$ cat config.mk
export PLATFORM = sky130hd
export DESIGN_NAME = fixed_point_multiplier
export DESIGN_NICKNAME = d
export VERILOG_FILES = /design/src/rtl/arith_pkg.sv /design/src/rtl/step_counter.sv /design/src/rtl/fixed_point_multiplier.sv
export SDC_FILE = /design/constraint.sdc
export NUM_CORES = 1
export LEC_CHECK = 0
export ABC_AREA = 1
export ABC_CLOCK_PERIOD_IN_PS = 4500
export BUFFER_PORTS_ARGS = -buffer_cell sky130_fd_sc_hd__buf_2
export CORE_MARGIN = 3
export CORE_UTILIZATION = 35
export CTS_CLUSTER_DIAMETER = 80
export DETAILED_ROUTE_END_ITERATION = 16
export RECOVER_POWER = 25
export SLEW_MARGIN = 20
export SYNTH_ARGS = -nofsm -noshare
export SYNTH_HDL_FRONTEND = slang
export SYNTH_SLANG_ARGS = --single-unit
$ cat constraint.sdc
create_clock -name clk_i -period 4.5 [get_ports clk_i]
set_input_delay 0.9 -clock clk_i [delete_from_list [all_inputs] [get_ports clk_i]]
set_output_delay 0.9 -clock clk_i [all_outputs]
set_load 0.02 [all_outputs]
$ cat src/rtl/arith_pkg.sv
// Types and defaults shared by the sequential multiplier and divider datapath blocks.
// Operands are unsigned Q(W-F).F fixed point.
package arith_pkg;

  typedef enum logic [1:0] {
    StIdle,
    StRun,
    StDone
  } state_e;

  localparam int unsigned DefaultWidth    = 10;
  localparam int unsigned DefaultFracBits = 5;
  localparam int unsigned DefaultCntW     = 4;

  // 1.0 in the default fixed-point format.
  localparam logic [DefaultWidth-1:0] One = DefaultWidth'(1) << DefaultFracBits;

endpackage

$ cat src/rtl/step_counter.sv
// Iteration counter shared by the multiplier and divider.
// co_o flags the enabled step in which the count equals the terminal value.
module step_counter #(
  parameter int unsigned CntW = 4
) (
  input  logic            clk_i,
  input  logic            rst_ni,
  input  logic            clr_i,
  input  logic            en_i,
  input  logic [CntW-1:0] tc_i,
  output logic [CntW-1:0] cnt_o,
  output logic            co_o
);

  logic [CntW-1:0] cnt_q, cnt_d;

  always_comb begin
    cnt_d = cnt_q;
    if (clr_i) begin
      cnt_d = '0;
    end else if (en_i) begin
      cnt_d = cnt_q + 1'b1;
    end
  end

  always_ff @(posedge clk_i or negedge rst_ni) begin
    if (!rst_ni) begin
      cnt_q <= '0;
    end else begin
      cnt_q <= cnt_d;
    end
  end

  assign cnt_o = cnt_q;
  assign co_o  = en_i && (cnt_q == tc_i);

endmodule

$ cat src/rtl/fixed_point_multiplier.sv
// Sequential shift-add unsigned fixed-point multiplier: one multiplier bit per clock,
// result truncated to the operand format and saturated on overflow.
module fixed_point_multiplier
  import arith_pkg::*;
#(
  parameter int unsigned Width    = DefaultWidth,
  parameter int unsigned FracBits = DefaultFracBits,
  parameter int unsigned CntW     = DefaultCntW
) (
  input  logic             clk_i,
  input  logic             rst_ni,
  input  logic             ld_a_i,
  input  logic             ld_b_i,
  input  logic             start_i,
  input  logic [Width-1:0] a_i,
  input  logic [Width-1:0] b_i,
  output logic [Width-1:0] p_o,
  output logic             ov_o,
  output logic             busy_o,
  output logic             done_o,
  output logic             co_cnt_o
);

  localparam logic [CntW-1:0] LastCnt = CntW'(Width - 1);

  state_e             state_q, state_d;
  logic [Width-1:0]   a_q, a_d;
  logic [Width-1:0]   b_q, b_d;
  logic [Width-1:0]   mplier_q, mplier_d;
  logic [2*Width-1:0] acc_q, acc_d;
  logic [2*Width-1:0] addend;
  logic [Width-1:0]   p_q, p_d;
  logic               ov_q, ov_d;

  logic [CntW-1:0]    cnt;
  logic               cnt_clr, cnt_en, cnt_co;

  step_counter #(
    .CntW (CntW)
  ) u_step_counter (
    .clk_i  (clk_i),
    .rst_ni (rst_ni),
    .clr_i  (cnt_clr),
    .en_i   (cnt_en),
    .tc_i   (LastCnt),
    .cnt_o  (cnt),
    .co_o   (cnt_co)
  );

  // a_q is frozen outside IDLE, so it doubles as the working multiplicand.
  assign addend = {{Width{1'b0}}, a_q} << cnt;

  always_comb begin
    state_d  = state_q;
    a_d      = a_q;
    b_d      = b_q;
    mplier_d = mplier_q;
    acc_d    = acc_q;
    p_d      = p_q;
    ov_d     = ov_q;
    cnt_clr  = 1'b0;
    cnt_en   = 1'b0;

    unique case (state_q)
      StIdle: begin
        if (ld_a_i) a_d = a_i;
        if (ld_b_i) b_d = b_i;
        if (start_i) begin
          mplier_d = ld_b_i ? b_i : b_q;
          acc_d    = '0;
          cnt_clr  = 1'b1;
          state_d  = StRun;
        end
      end
      StRun: begin
        cnt_en   = 1'b1;
        if (mplier_q[0]) acc_d = acc_q + addend;
        mplier_d = mplier_q >> 1;
        if (cnt_co) begin
          ov_d    = |acc_d[2*Width-1:FracBits+Width];
          p_d     = ov_d ? '1 : acc_d[FracBits+Width-1:FracBits];
          state_d = StDone;
        end
      end
      StDone: begin
        state_d = StIdle;
      end
      default: begin
        state_d = StIdle;
      end
    endcase
  end

  always_ff @(posedge clk_i or negedge rst_ni) begin
    if (!rst_ni) begin
      state_q  <= StIdle;
      a_q      <= '0;
      b_q      <= '0;
      mplier_q <= '0;
      acc_q    <= '0;
      p_q      <= '0;
      ov_q     <= 1'b0;
    end else begin
      state_q  <= state_d;
      a_q      <= a_d;
      b_q      <= b_d;
      mplier_q <= mplier_d;
      acc_q    <= acc_d;
      p_q      <= p_d;
      ov_q     <= ov_d;
    end
  end

  assign p_o      = p_q;
  assign ov_o     = ov_q;
  assign busy_o   = (state_q == StRun);
  assign done_o   = (state_q == StDone);
  assign co_cnt_o = cnt_co;

endmodule

# Word-level counts from Yosys, hierarchy flattened

Index checks and enable logic that the tools add are counted.

Flip-flop bits (word level): 67
Bits of input ports: 25
Output and inout bits: 14
Logic and storage cells: 44

Add/subtract/negate cells: 2
Equal/unequal tests: 6
Shift operators: 1
Mux-type cells: 16
Reductions and logical operators: 10

Operators by type and width:

| kind                | number |
|---|---|
| $mux 20             | 3 |
| $pmux 20 s2         | 1 |
| $mux 10             | 3 |
| $add 20x20->20      | 1 |
| $pmux 10 s2         | 1 |
| $shl 10x4->20       | 1 |
| $mux 4              | 2 |
| $reduce_and 2->1    | 4 |
| $reduce_or 5->1     | 1 |
| $add 4x1->4 const B | 1 |
| $eq 4x4->1 const B  | 1 |
| $mux 2              | 2 |
| $ne 2x1->1 const B  | 2 |
| $pmux 2 s2          | 1 |
| $reduce_bool 2->1   | 2 |
| $mux 1              | 3 |
| $reduce_and 3->1    | 1 |
| $eq 2x1->1 const B  | 1 |
| $eq 2x2->1 const B  | 1 |
| $logic_not 2->1     | 1 |
| $ne 2x2->1 const B  | 1 |
| $logic_and 1x1->1   | 1 |

# Longest topological paths before layout

Gate-level depths: netlist of the first run.

Word-level depth: 6
Mapped depth: 28
Mapped depth without buffers: 26

# Hierarchy

Synthesis of the first run repeated with hierarchy kept, for this count alone.

Cell total of the unflattened synthesis: 645
Area, all modules: 4725.8 sq um

By module, submodules not included:

| module                 | times used | cells each | area an instance (sq um) | sequential area each (sq um) |
|---|---|---|---|---|
| fixed_point_multiplier | 1          | 604        | 4458.0                   | 1576.5 |
| step_counter           | 1          | 41         | 267.8                    | 100.1 |

# Worst setup path before layout of the first run

OpenSTA, ideal clock, no wires.

Path kind: register -> register
Start point: reg u_step_counter.cnt_q[2], in the netlist u_step_counter.cnt_o[2]
End point: reg p_q[0], in the netlist p_o[0]
Library setup time: 122 ps
Arrival: 2805 ps
Data required time: 4378 ps
Slack: 1574 ps
Stages on the path, launching flop included: 24
Path buffers: 4
Period minus slack after synthesis: 2926 ps
Path through: dfrtp_1 -> buf_4 -> inv_1 -> clkbuf_1 -> buf_1 -> nand2_1 -> o21ai_0 -> o22ai_1 -> ha_1 -> nand2_2 -> inv_1 -> nand2_1 -> nand2_1 -> a21oi_1 -> nand2_1 -> nor2_1 -> nand2_1 -> nand2_1 -> nand2_1 -> nand2_2 -> nand3_2 -> nand2_2 -> buf_6 -> nand2_2

Word-level cells in the longest chain between the ends: 6
Elaborated cells between the ends (all ways): 9
Those cells by class: add/sub (1); eq/ne (1); shift (1); mux (3); reduce/logical (3)

RTL lines:

| element                  | line                          | RTL |
|---|---|---|
| start: declaration       | step_counter.sv:15            | `logic [CntW-1:0] cnt_q, cnt_d;` |
| start signal: assignment | step_counter.sv:30            | `cnt_q <= cnt_d;` |
| $shl 10x4->20            | fixed_point_multiplier.sv:51  | `assign addend = {{Width{1'b0}}, a_q} << cnt;` |
| $add 20x20->20           | fixed_point_multiplier.sv:77  | `if (mplier_q[0]) acc_d = acc_q + addend;` |
| $mux 20                  | fixed_point_multiplier.sv:77  |  |
| $mux 20                  | fixed_point_multiplier.sv:64  | `unique case (state_q)` |
| $reduce_or 5->1          | fixed_point_multiplier.sv:80  | `ov_d = \|acc_d[2*Width-1:FracBits+Width];` |
| $mux 10                  | fixed_point_multiplier.sv:81  | `p_d = ov_d ? '1 : acc_d[FracBits+Width-1:FracBits];` |
| end signal: assignment   | fixed_point_multiplier.sv:109 | `p_q <= p_d;` |
| end: declaration         | fixed_point_multiplier.sv:32  | `logic [Width-1:0] p_q, p_d;` |

Parallel ways exist; a longest one is shown, timed or not. The select of a mux whose other input is x is not followed.
A chain may end at the register's enable or synchronous reset.

# Worst setup path after layout of the first run

Start point: reg u_step_counter.cnt_q[0], in the netlist u_step_counter.cnt_o[0]
End point: reg ov_q, in the netlist ov_o

Word-level cells in the longest chain between the ends: 5
Elaborated cells between the ends (all ways): 8
Those cells by class: add/sub (1); eq/ne (1); shift (1); mux (2); reduce/logical (3)

RTL lines:

| element                | line                          | RTL |
|---|---|---|
| $shl 10x4->20          | fixed_point_multiplier.sv:51  |  |
| $add 20x20->20         | fixed_point_multiplier.sv:77  |  |
| $mux 20                | fixed_point_multiplier.sv:77  |  |
| $mux 20                | fixed_point_multiplier.sv:64  |  |
| $reduce_or 5->1        | fixed_point_multiplier.sv:80  |  |
| end signal: assignment | fixed_point_multiplier.sv:110 | `ov_q <= ov_d;` |
| end: declaration       | fixed_point_multiplier.sv:33  | `logic ov_q, ov_d;` |

Parallel ways exist; a longest one is shown, timed or not. The select of a mux whose other input is x is not followed.

==> results of run 1 <==
[synth_stat cells]
| cell type | count | area (um^2) |
|---|---|---|
| nand2_1 | 175 | 656.9 |
| clkinv_1 | 2 | 7.510 |
| o22ai_1 | 10 | 62.56 |
| a32o_1 | 1 | 10.01 |
| dfrtp_1 | 67 | 1677 |
| nand3_2 | 12 | 120.1 |
| clkbuf_1 | 18 | 67.56 |
| nor2_4 | 2 | 22.52 |
| or2_2 | 4 | 25.02 |
| buf_4 | 3 | 22.52 |
| a21bo_2 | 2 | 20.02 |
| nor4_1 | 2 | 12.51 |
| inv_1 | 50 | 187.7 |
| ha_1 | 21 | 262.8 |
| inv_2 | 3 | 11.26 |
| buf_1 | 1 | 3.750 |
| nor3_1 | 1 | 5.000 |
| o21bai_1 | 3 | 22.52 |
| o211ai_1 | 1 | 7.510 |
| o21ai_0 | 51 | 255.2 |
| buf_2 | 1 | 5.000 |
| mux2_2 | 9 | 101.4 |
| nand4_1 | 2 | 12.51 |
| xnor2_1 | 2 | 17.52 |
| a21oi_1 | 37 | 185.2 |
| nand2_2 | 26 | 162.7 |
| fa_1 | 1 | 20.02 |
| nor3_2 | 1 | 10.01 |
| buf_6 | 3 | 33.78 |
| o21ai_1 | 1 | 5.000 |
| nand3_1 | 33 | 165.2 |
| a22o_1 | 4 | 35.03 |
| nor2_1 | 52 | 195.2 |
| o221ai_1 | 1 | 8.760 |
| a31oi_1 | 2 | 12.51 |
| nor2_2 | 4 | 25.02 |
| mux2i_1 | 13 | 130.1 |
| nand2_4 | 1 | 11.26 |
| xor2_1 | 9 | 78.83 |
| and2_1 | 1 | 6.260 |
[metal layers]
layer	share of wire, %	wire length, um	up-vias	track usage [%]
met5	0	0	-	0
met4	1.3	154	0	4.902
met3	4.1	479	17	2.786
met2	45	5288	95	26.87
met1	49	5710	1954	23.93
li1	-	-	2138	-
[worst max-delay path: stages, from the launching register on]
cell,delay [ns]
dfrtp_1,0.54
inv_2,0.24
nand2_1,0.13
o21ai_0,0.40
o21ai_0,0.23
o22ai_1,0.25
ha_1,0.34
nand2_2,0.14
inv_1,0.05
nand2_1,0.07
nand2_1,0.07
a21oi_1,0.19
nand2_1,0.08
nor2_1,0.08
nand2_1,0.05
nand2_1,0.06
nand2_1,0.06
nand2_2,0.13
nand3_2,0.11
nand2_2,0.27
nand2_1,0.08
[how the worst max path moves through the flow]
stage             end  slack, ns  cells past startpoint
2_1_floorplan  p_o[0]       1.57                     23
3_3_place_gp     ov_o       0.92                     20
3_5_place_dp     ov_o       0.85                     20
4_1_cts          ov_o       0.84                     20
5_1_grt          ov_o       0.40                     19
6_report         ov_o       0.79                     20
[through the flow]
stage | util, % | setup WS (ns) | std cells | hold WS (ns) | area [um^2]
after floorplan | - | 1.574 | 632 | 0.4479 | 4681
after global placement | 39.05 | 0.9199 | 823 | 0.4689 | 5009
after detailed placement | 39.05 | 0.8492 | 823 | 0.4770 | 5009
after CTS | 41.35 | 0.8356 | 838 | 0.4911 | 5303
after global routing | 41.30 | 0.3973 | 838 | 0.5124 | 5296
final | 41.30 | 0.7889 | 838 | 0.4842 | 5296
[final cells by class]
cell class	instances	share of cell area [%]
Clock buffer	11	4.583
Timing Repair Buffer	45	4.465
Multi-Input combinational cell	484	50.37
Sequential cell	67	31.66
Clock inverter	4	0.9686
Tap cell	172	4.063
Inverter	55	3.898
[kinds of logic after synthesis]
| family | Yosys count | share of synthesized area [%] |
|---|---|---|
| fa+ha+maj | 22 | 6.041 |
| buf+inv | 81 | 7.244 |
| compound gates | 113 | 13.34 |
| mux | 22 | 4.945 |
| xor+xnor | 11 | 2.058 |
| flops | 67 | 35.82 |
| simple gates | 316 | 30.55 |
[state kept, by name, summed over array words and instances (netlist names)]
register / cells
acc_q: 20
a_q: 10
b_q: 10
mplier_q: 10
p_o: 10
u_step_counter.cnt_o: 4
state_q: 2
ov_o: 1
==> flow_summary.yaml, run 1 <==
outcome:
  outcome: "finished, violations left"
  violations: "max-capacitance violations"
place:
  hpwlAfterDp_um: 8961
  place_congestion: 0.9111
  portBuffers: 38
timing:
  setup_tns_ns: 0
  fin_skew_ns: 0.006051
  finalMaxSlewViolations: 0
  post-route-min-period_ns: 3.711
  slew-limit-headroom_pct: 0.5375
  fin_crit_sh_pct: 82.47
  setup_violations: 0
  rsz0062_at_grt: "no"
  hold_viol: 0
  worst_pin_slew_ns: 1.492
  fmax_ghz: 0.2695
yosys:
  postSynthCellCount: 632
  yosysUniqueCellTypes: 40
  syn_area_um2: 4681
  ys_seq_elements: 67
  syn_nets: 679
  seq_area_frac_synth_pct: 35.82
  synth.avg_cell_area_um2: 7.406
  yosysWarnings: 0
run:
  cap_violations: 1
clock_network:
  post_cts_resized: 0
  cts_tree: "built"
  htreeDepth: 3
  clockBufferDepth: 2
  numCtsBuffers: 9
  cts_setup_buffers: 0
  clock-root-buffer: "clkbuf_16"
  cts_hold_buf: 0
  cts.sinks: 67
  clk_latency_ns: 0.33
  path_clk_slew_ns: 0.06
worst_setup_path:
  critical_path_required_ns: 4.70
  cp_max_fo: 15
  critPathKind: "reg2reg"
  worstPathArrival_ns: 3.91
  reg2reg_to: "ov_o"
  r2r_cells: 20
  cp-startpoint: "u_step_counter.cnt_o[0]"
  reg2reg_slack_ns: 0.79
  rr_startpoint: "u_step_counter.cnt_o[0]"
  cp-end-kind: "flip-flop"
  start_kind: "flip-flop"
grt:
  grt_pass1_wl_um: 19950
  grt_use_total_pct: 16.95
  grt_max_degree: 28
  grt_overflow_total: 0
  grt_pass1_vias: 4084
  antenna_found_initial: 0
floorplanning:
  floorplan.core_area_um2: 12820
  die_area_um2: 14800
  chipHeight_um: 121.6
  dieWidth_um: 121.6
  fp-row-count: 41
  initial_utilization_pct: 36.50
  ios: 39
cells_and_area:
  antenna_cells: 0
  final_nets: 709
  drive_above_1_share_pct: 18.17
  register_area_um2: 1677
  num-fill-cells: 1365
  layout_commonest_cell: "nand2_1"
  multiInputGateArea_um2: 2668
  area_growth_pct: 13.15
  final_cell_mix: "nand2_1, dfrtp_1, o21ai_0, nor2_1, inv_1"
routing:
  antenna_left: 0
  drc: 0
  first_iter_violations: 231
  viasPerCell: 5.017
  num_vias: 4204
  routed_wl_um: 11630
  wire_per_inst_um: 13.88
  dr.pass1.iters: 5
hold_path:
  hp-class: "reg2reg"
  min-delay-start: "mplier_q[2]"
  worstHoldPathCells: 2
  whs_endpoint: "mplier_q[2]"
Power of run 1 is left out: the tool's default activity adds up to more than one toggle a clock period on the data nets, which glitch-free logic cannot reach.
==> inputs of run 2 (changes only) <==
--- a/config.mk
+++ b/config.mk
@@ -6,7 +6,7 @@
 export NUM_CORES = 1
 export LEC_CHECK = 0
 export ABC_AREA = 1
-export ABC_CLOCK_PERIOD_IN_PS = 4500
+export ABC_CLOCK_PERIOD_IN_PS = 3300
 export BUFFER_PORTS_ARGS = -buffer_cell sky130_fd_sc_hd__buf_2
 export CORE_MARGIN = 3
 export CORE_UTILIZATION = 35
==> constraint.sdc (replaced) <==
create_clock -name clk_i -period 3.3 [get_ports clk_i]
set_input_delay 0.66 -clock clk_i [delete_from_list [all_inputs] [get_ports clk_i]]
set_output_delay 0.66 -clock clk_i [all_outputs]
set_load 0.02 [all_outputs]
==> run 2 against run 1 <==
Effect of this change:
- the run ends with max-capacitance violations, max-slew violations left
- cell count is 2.0% higher
- register-to-register slack lost 0.54 ns
- critical path type unchanged
- count of clock-buffer cells in the layout unchanged
- critical endpoint is now p_o[8]
- largest cell class unchanged
- maximum frequency increased by 22%
- clock skew about the same
- die area is the same
==> flow_summary.yaml, run 2 (synthesized netlist as in run 1, its figures left out) <==
cells_and_area:
  area_growth_pct: 17.94
  final_nets: 726
  largest_register: "acc_q"
  final_cell_mix: "nand2_1, dfrtp_1, nor2_1"
  drive_above_1_share_pct: 22.84
  antenna_cells: 0
  post-route-util_pct: 43.04
  layout_commonest_cell: "nand2_1"
  num-fill-cells: 1356
  largest_reg_flops: 20
worst_setup_path:
  critPathKind: "reg2reg"
  reg2reg_to: "p_o[8]"
  cp_common_cell: "nand2_1"
  start_kind: "flip-flop"
  path_buf_inv: 2
  rr_startpoint: "u_step_counter.cnt_o[0]"
  cp_top_family: "simple AND/OR/NAND/NOR gates"
  reg2reg_slack_ns: 0.25
  r2r_cells: 26
  cp_max_fo: 13
  worstPathArrival_ns: 3.27
  critical_path_required_ns: 3.52
  critPathSlowestCell: "dfrtp_1"
  cp-end-kind: "flip-flop"
  cpPeakStageDelay_ns: 0.42
routing:
  dr.pass1.iters: 5
  viasPerCell: 4.882
  drc: 0
  antenna_left: 0
  wire_per_inst_um: 14.06
  num_vias: 4174
  routed_wl_um: 12030
  first_iter_violations: 263
clock_network:
  path_clk_slew_ns: 0.06
  clk_latency_ns: 0.34
  clockBufferDepth: 2
  cts_tree: "built"
  htreeDepth: 3
  clock-root-buffer: "clkbuf_16"
  cts.sinks: 67
  numCtsBuffers: 9
timing:
  fmax_ghz: 0.3281
  hold_viol: 0
  worst_pin_slew_ns: 1.700
  slew-limit-headroom_pct: -13.32
  fin_skew_ns: 0.006419
  setup_tns_ns: 0
  whs_ns: 0.4833
  fin_ws_ns: 0.2523
  setup_violations: 0
  post-route-min-period_ns: 3.048
  finalMaxSlewViolations: 68
  fin_crit_sh_pct: 92.36
hold_path:
  hp-class: "reg2reg"
  worstHoldPathCells: 2
  whs_endpoint: "mplier_q[5]"
  min-delay-start: "mplier_q[5]"
floorplanning:
  ios: 39
  chipHeight_um: 121.6
  die_area_um2: 14800
  fp-row-count: 41
  initial_utilization_pct: 36.50
  dieWidth_um: 121.6
  floorplan.core_area_um2: 12820
grt:
  grt_pass1_wl_um: 20400
  met2_usage_pct: 28.29
  grt_pass1_vias: 4173
  gr-usage-met1_pct: 23.56
  grt_max_degree: 68
  grt_overflow_total: 0
  grt_use_total_pct: 17.27
  met3_usage_pct: 2.786
  busiest_layer: "met2"
  antenna_found_initial: 0
run:
  cap_violations: 1
place:
  dp_slack_ns: -0.07256
  place_congestion: 0.9956
  hpwlAfterDp_um: 9013
  portBuffers: 38
outcome:
  violations: "max-capacitance violations, max-slew violations"
  outcome: "finished, violations left"
==> run 2: changes by cell type in the layout (fill, tap and decap cells not counted), moves of 2 or more <==
cell      previous run  this run
a21oi_1             37        35
a21oi_2              0         2
a31oi_1              2         0
a31oi_2              0         2
buf_4                6        21
clkbuf_1             4         2
ha_1                21        17
ha_2                 0         2
ha_4                 0         2
inv_1               50        48
nand2_4              1         3
o21ai_0             51        38
o21ai_1              1        10
o21ai_2              0         4
==> run 2: cell type report <==
type / instances / area, um^2 / area share (%)
well taps: 172 / 215.2 / 3.898
repair buffers: 61 / 362.8 / 6.573
inverters: 55 / 212.7 / 3.853
multi-input cells: 485 / 2784 / 50.43
flip-flops and latches: 67 / 1677 / 30.37
clock inverters: 4 / 26.28 / 0.4760
clock buffers: 11 / 242.7 / 4.397
==> run 2: stage by stage <==
stage / cell area [um^2] / instances
6_report: 5520 / 855
5_1_grt: 5520 / 855
4_1_cts: 5350 / 847
3_5_place_dp: 5076 / 832
3_3_place_gp: 5076 / 832
2_1_floorplan: 4681 / 632
==> run 2: routing by layer <==
metal  part of all wire, %  vias to the layer above
met4                   1.5                        0
li1                      -                     2164
met5                     0                        -
met3                   2.8                       12
met2                    47                       70
met1                    49                     1928
==> run 2: timing repair <==
item                                    in CTS  in global routing
resized for setup                            2                 34
pin swaps                                    0                  9
hold buffers                                 0                  0
endpoints found under the setup margin      11                 13
gates cloned                                 0                  1
setup buffers                                0                  7
==> run 2: how the worst max path moves through the flow <==
stage          depth (start not counted)                    start      to  slack [ns]
2_1_floorplan                         23  u_step_counter.cnt_o[2]  p_o[0]        0.37
3_3_place_gp                          23  u_step_counter.cnt_o[0]    ov_o       -0.12
3_5_place_dp                          23  u_step_counter.cnt_o[0]    ov_o       -0.07
4_1_cts                               23  u_step_counter.cnt_o[0]    ov_o        0.02
5_1_grt                               26  u_step_counter.cnt_o[0]  p_o[3]       -0.04
6_report                              26  u_step_counter.cnt_o[0]  p_o[8]        0.25
==> run 2: worst min-delay path: stages (launching register included) <==
cell and delay (ns):
dfrtp_1 0.34, nand2_1 0.05, o21ai_0 0.06
Power of run 2 is left out for the same reason.
==> inputs of run 3 (changes only) <==
--- a/config.mk
+++ b/config.mk
@@ -7,11 +7,11 @@
 export LEC_CHECK = 0
 export ABC_AREA = 1
 export ABC_CLOCK_PERIOD_IN_PS = 3300
-export BUFFER_PORTS_ARGS = -buffer_cell sky130_fd_sc_hd__buf_2
 export CORE_MARGIN = 3
 export CORE_UTILIZATION = 35
 export CTS_CLUSTER_DIAMETER = 80
 export DETAILED_ROUTE_END_ITERATION = 16
+export DONT_BUFFER_PORTS = 1
 export RECOVER_POWER = 25
 export SLEW_MARGIN = 20
 export SYNTH_ARGS = -nofsm -noshare
==> run 3 against run 2 <==
Effect of this change:
- the flow now finishes without violations
- utilization increased by 0.39 points
- critical path depth decreased by 6
- flip-flop and latch count did not move
- wire length increased by 4.2%
- maximum frequency shrank 2.9%
- first-iteration DRC count fell by 2.3%
- sequential share of layout area fell by 0.23 points
- critical endpoint is now p_o[6]
==> flow_summary.yaml, run 3 (synthesized netlist as in run 1, its figures left out) <==
outcome:
  outcome: "finished clean"
place:
  place_inst: 806
  dp_slack_ns: 0.06171
  place_congestion: 0.9402
  portBuffers: 0
  hpwlAfterDp_um: 9279
timing:
  slew-limit-headroom_pct: 66.60
  fmax_ghz: 0.3187
  post-route-min-period_ns: 3.138
  fin_crit_sh_pct: 95.09
  setup_violations: 0
  finalMaxSlewViolations: 0
  fin_skew_ns: 0.009365
  hold_viol: 0
  fin_ws_ns: 0.1619
  worst_pin_slew_ns: 0.4998
  setup_tns_ns: 0
grt:
  grt_max_degree: 68
  gr-usage-met1_pct: 22.85
  grt_pass1_wl_um: 20900
  met3_usage_pct: 3.807
  grt_use_total_pct: 17.69
  met2_usage_pct: 29.40
  busiest_layer: "met2"
  antenna_found_initial: 0
  grt_overflow_total: 0
  grt_pass1_vias: 4256
cells_and_area:
  antenna_cells: 0
  area_growth_pct: 19.01
  drive_above_1_share_pct: 23.94
  layout_commonest_cell: "nand2_1"
  final_cell_mix: "nand2_1, dfrtp_1, inv_1"
  instances_no_fill: 832
  final_nets: 702
  largest_reg_flops: 20
  num-fill-cells: 1347
  largest_register: "acc_q"
routing:
  antenna_left: 0
  wire_per_inst_um: 15.06
  routed_wl_um: 12530
  dr.pass1.iters: 5
  drc: 0
  viasPerCell: 5.081
  num_vias: 4227
  first_iter_violations: 257
worst_setup_path:
  cp_max_fo: 8
  critPathKind: "reg2reg"
  start_kind: "flip-flop"
  cp-end-kind: "flip-flop"
  worstPathArrival_ns: 3.36
  critical_path_required_ns: 3.52
floorplanning:
  dieWidth_um: 121.6
  chipHeight_um: 121.6
  ios: 39
  fp-row-count: 41
  die_area_um2: 14800
  initial_utilization_pct: 36.50
  floorplan.core_area_um2: 12820
clock_network:
  clock-root-buffer: "clkbuf_16"
  cts_tree: "built"
  htreeDepth: 3
  cts.sinks: 67
  path_clk_slew_ns: 0.06
  clk_latency_ns: 0.34
  numCtsBuffers: 9
  clockBufferDepth: 2
run:
  cap_violations: 0
hold_path:
  hp-class: "in2async"
==> run 3: metal layers <==
layer / vias up / part of all wire [%] / wire length, um
met2: 80 / 48 / 6073
met3: 25 / 3.8 / 481
met4: 0 / 2.5 / 311
met5: - / 0 / 0
met1: 2001 / 45 / 5667
li1: 2121 / - / -
==> run 3: path summary, 6_finish.rpt <==
path | end | startpoint | slack, ns | depth (start not counted)
worst max-delay path | p_o[6] | u_step_counter.cnt_o[0] | 0.16 | 20
worst min-delay path | acc_q[14] | rst_ni | 0.009 | 0
worst max register to register | p_o[6] | u_step_counter.cnt_o[0] | 0.16 | 20
worst min register to register | mplier_q[4] | mplier_q[4] | 0.49 | 2
max in group asynchronous | u_step_counter.cnt_o[1] | rst_ni | 3.16 | 0
min in group clk_i | a_q[5] | a_i[5] | 0.46 | 1
==> run 3: critical path, stage by stage, from the launching register on <==
cell	delay [ns]
dfrtp_2	0.45
buf_6	0.15
nand2_2	0.06
nand2_1	0.06
o21ai_2	0.17
nor2_1	0.05
a31oi_1	0.22
o22ai_1	0.16
ha_1	0.38
nand2_1	0.15
nor4_4	0.31
nand2_2	0.10
nand2_1	0.07
nand2_1	0.06
nand3_2	0.07
nand2_2	0.07
nor2_4	0.12
nand3_4	0.10
nand2_4	0.09
buf_12	0.13
nand2_2	0.04
==> run 3: final cells by class <==
class                           instances  area [um^2]  share of cell area (%)
Clock buffer                            9        225.2                   4.043
Timing Repair Buffer                   37        297.8                   5.346
Inverter                               55        216.5                   3.886
Tap cell                              172        215.2                   3.863
Clock inverter                          7        51.30                  0.9209
Sequential cell                        67         1679                   30.14
Multi-Input combinational cell        484         2878                   51.66
Timing Repair inverter                  1        7.507                  0.1348
==> run 3: what timing repair did <==
| item | 4_1_cts | 5_1_grt |
|---|---|---|
| setup endpoints to repair | 0 | 16 |
| gates resized for setup | 0 | 67 |
| setup buffers | 0 | 9 |
| hold buffers | 0 | 0 |
==> run 3: metrics by stage <==
step	utilization, %	instance area [um^2]	hold WS [ns]
after global routing	43.43	5570	0.002303
after global placement	38.92	4991	0.3683
after floorplan	-	4681	0.3644
after detailed placement	38.92	4991	0.3667
final	43.43	5570	0.009358
after CTS	41.07	5268	0.002453
Power of run 3 is left out for the same reason.
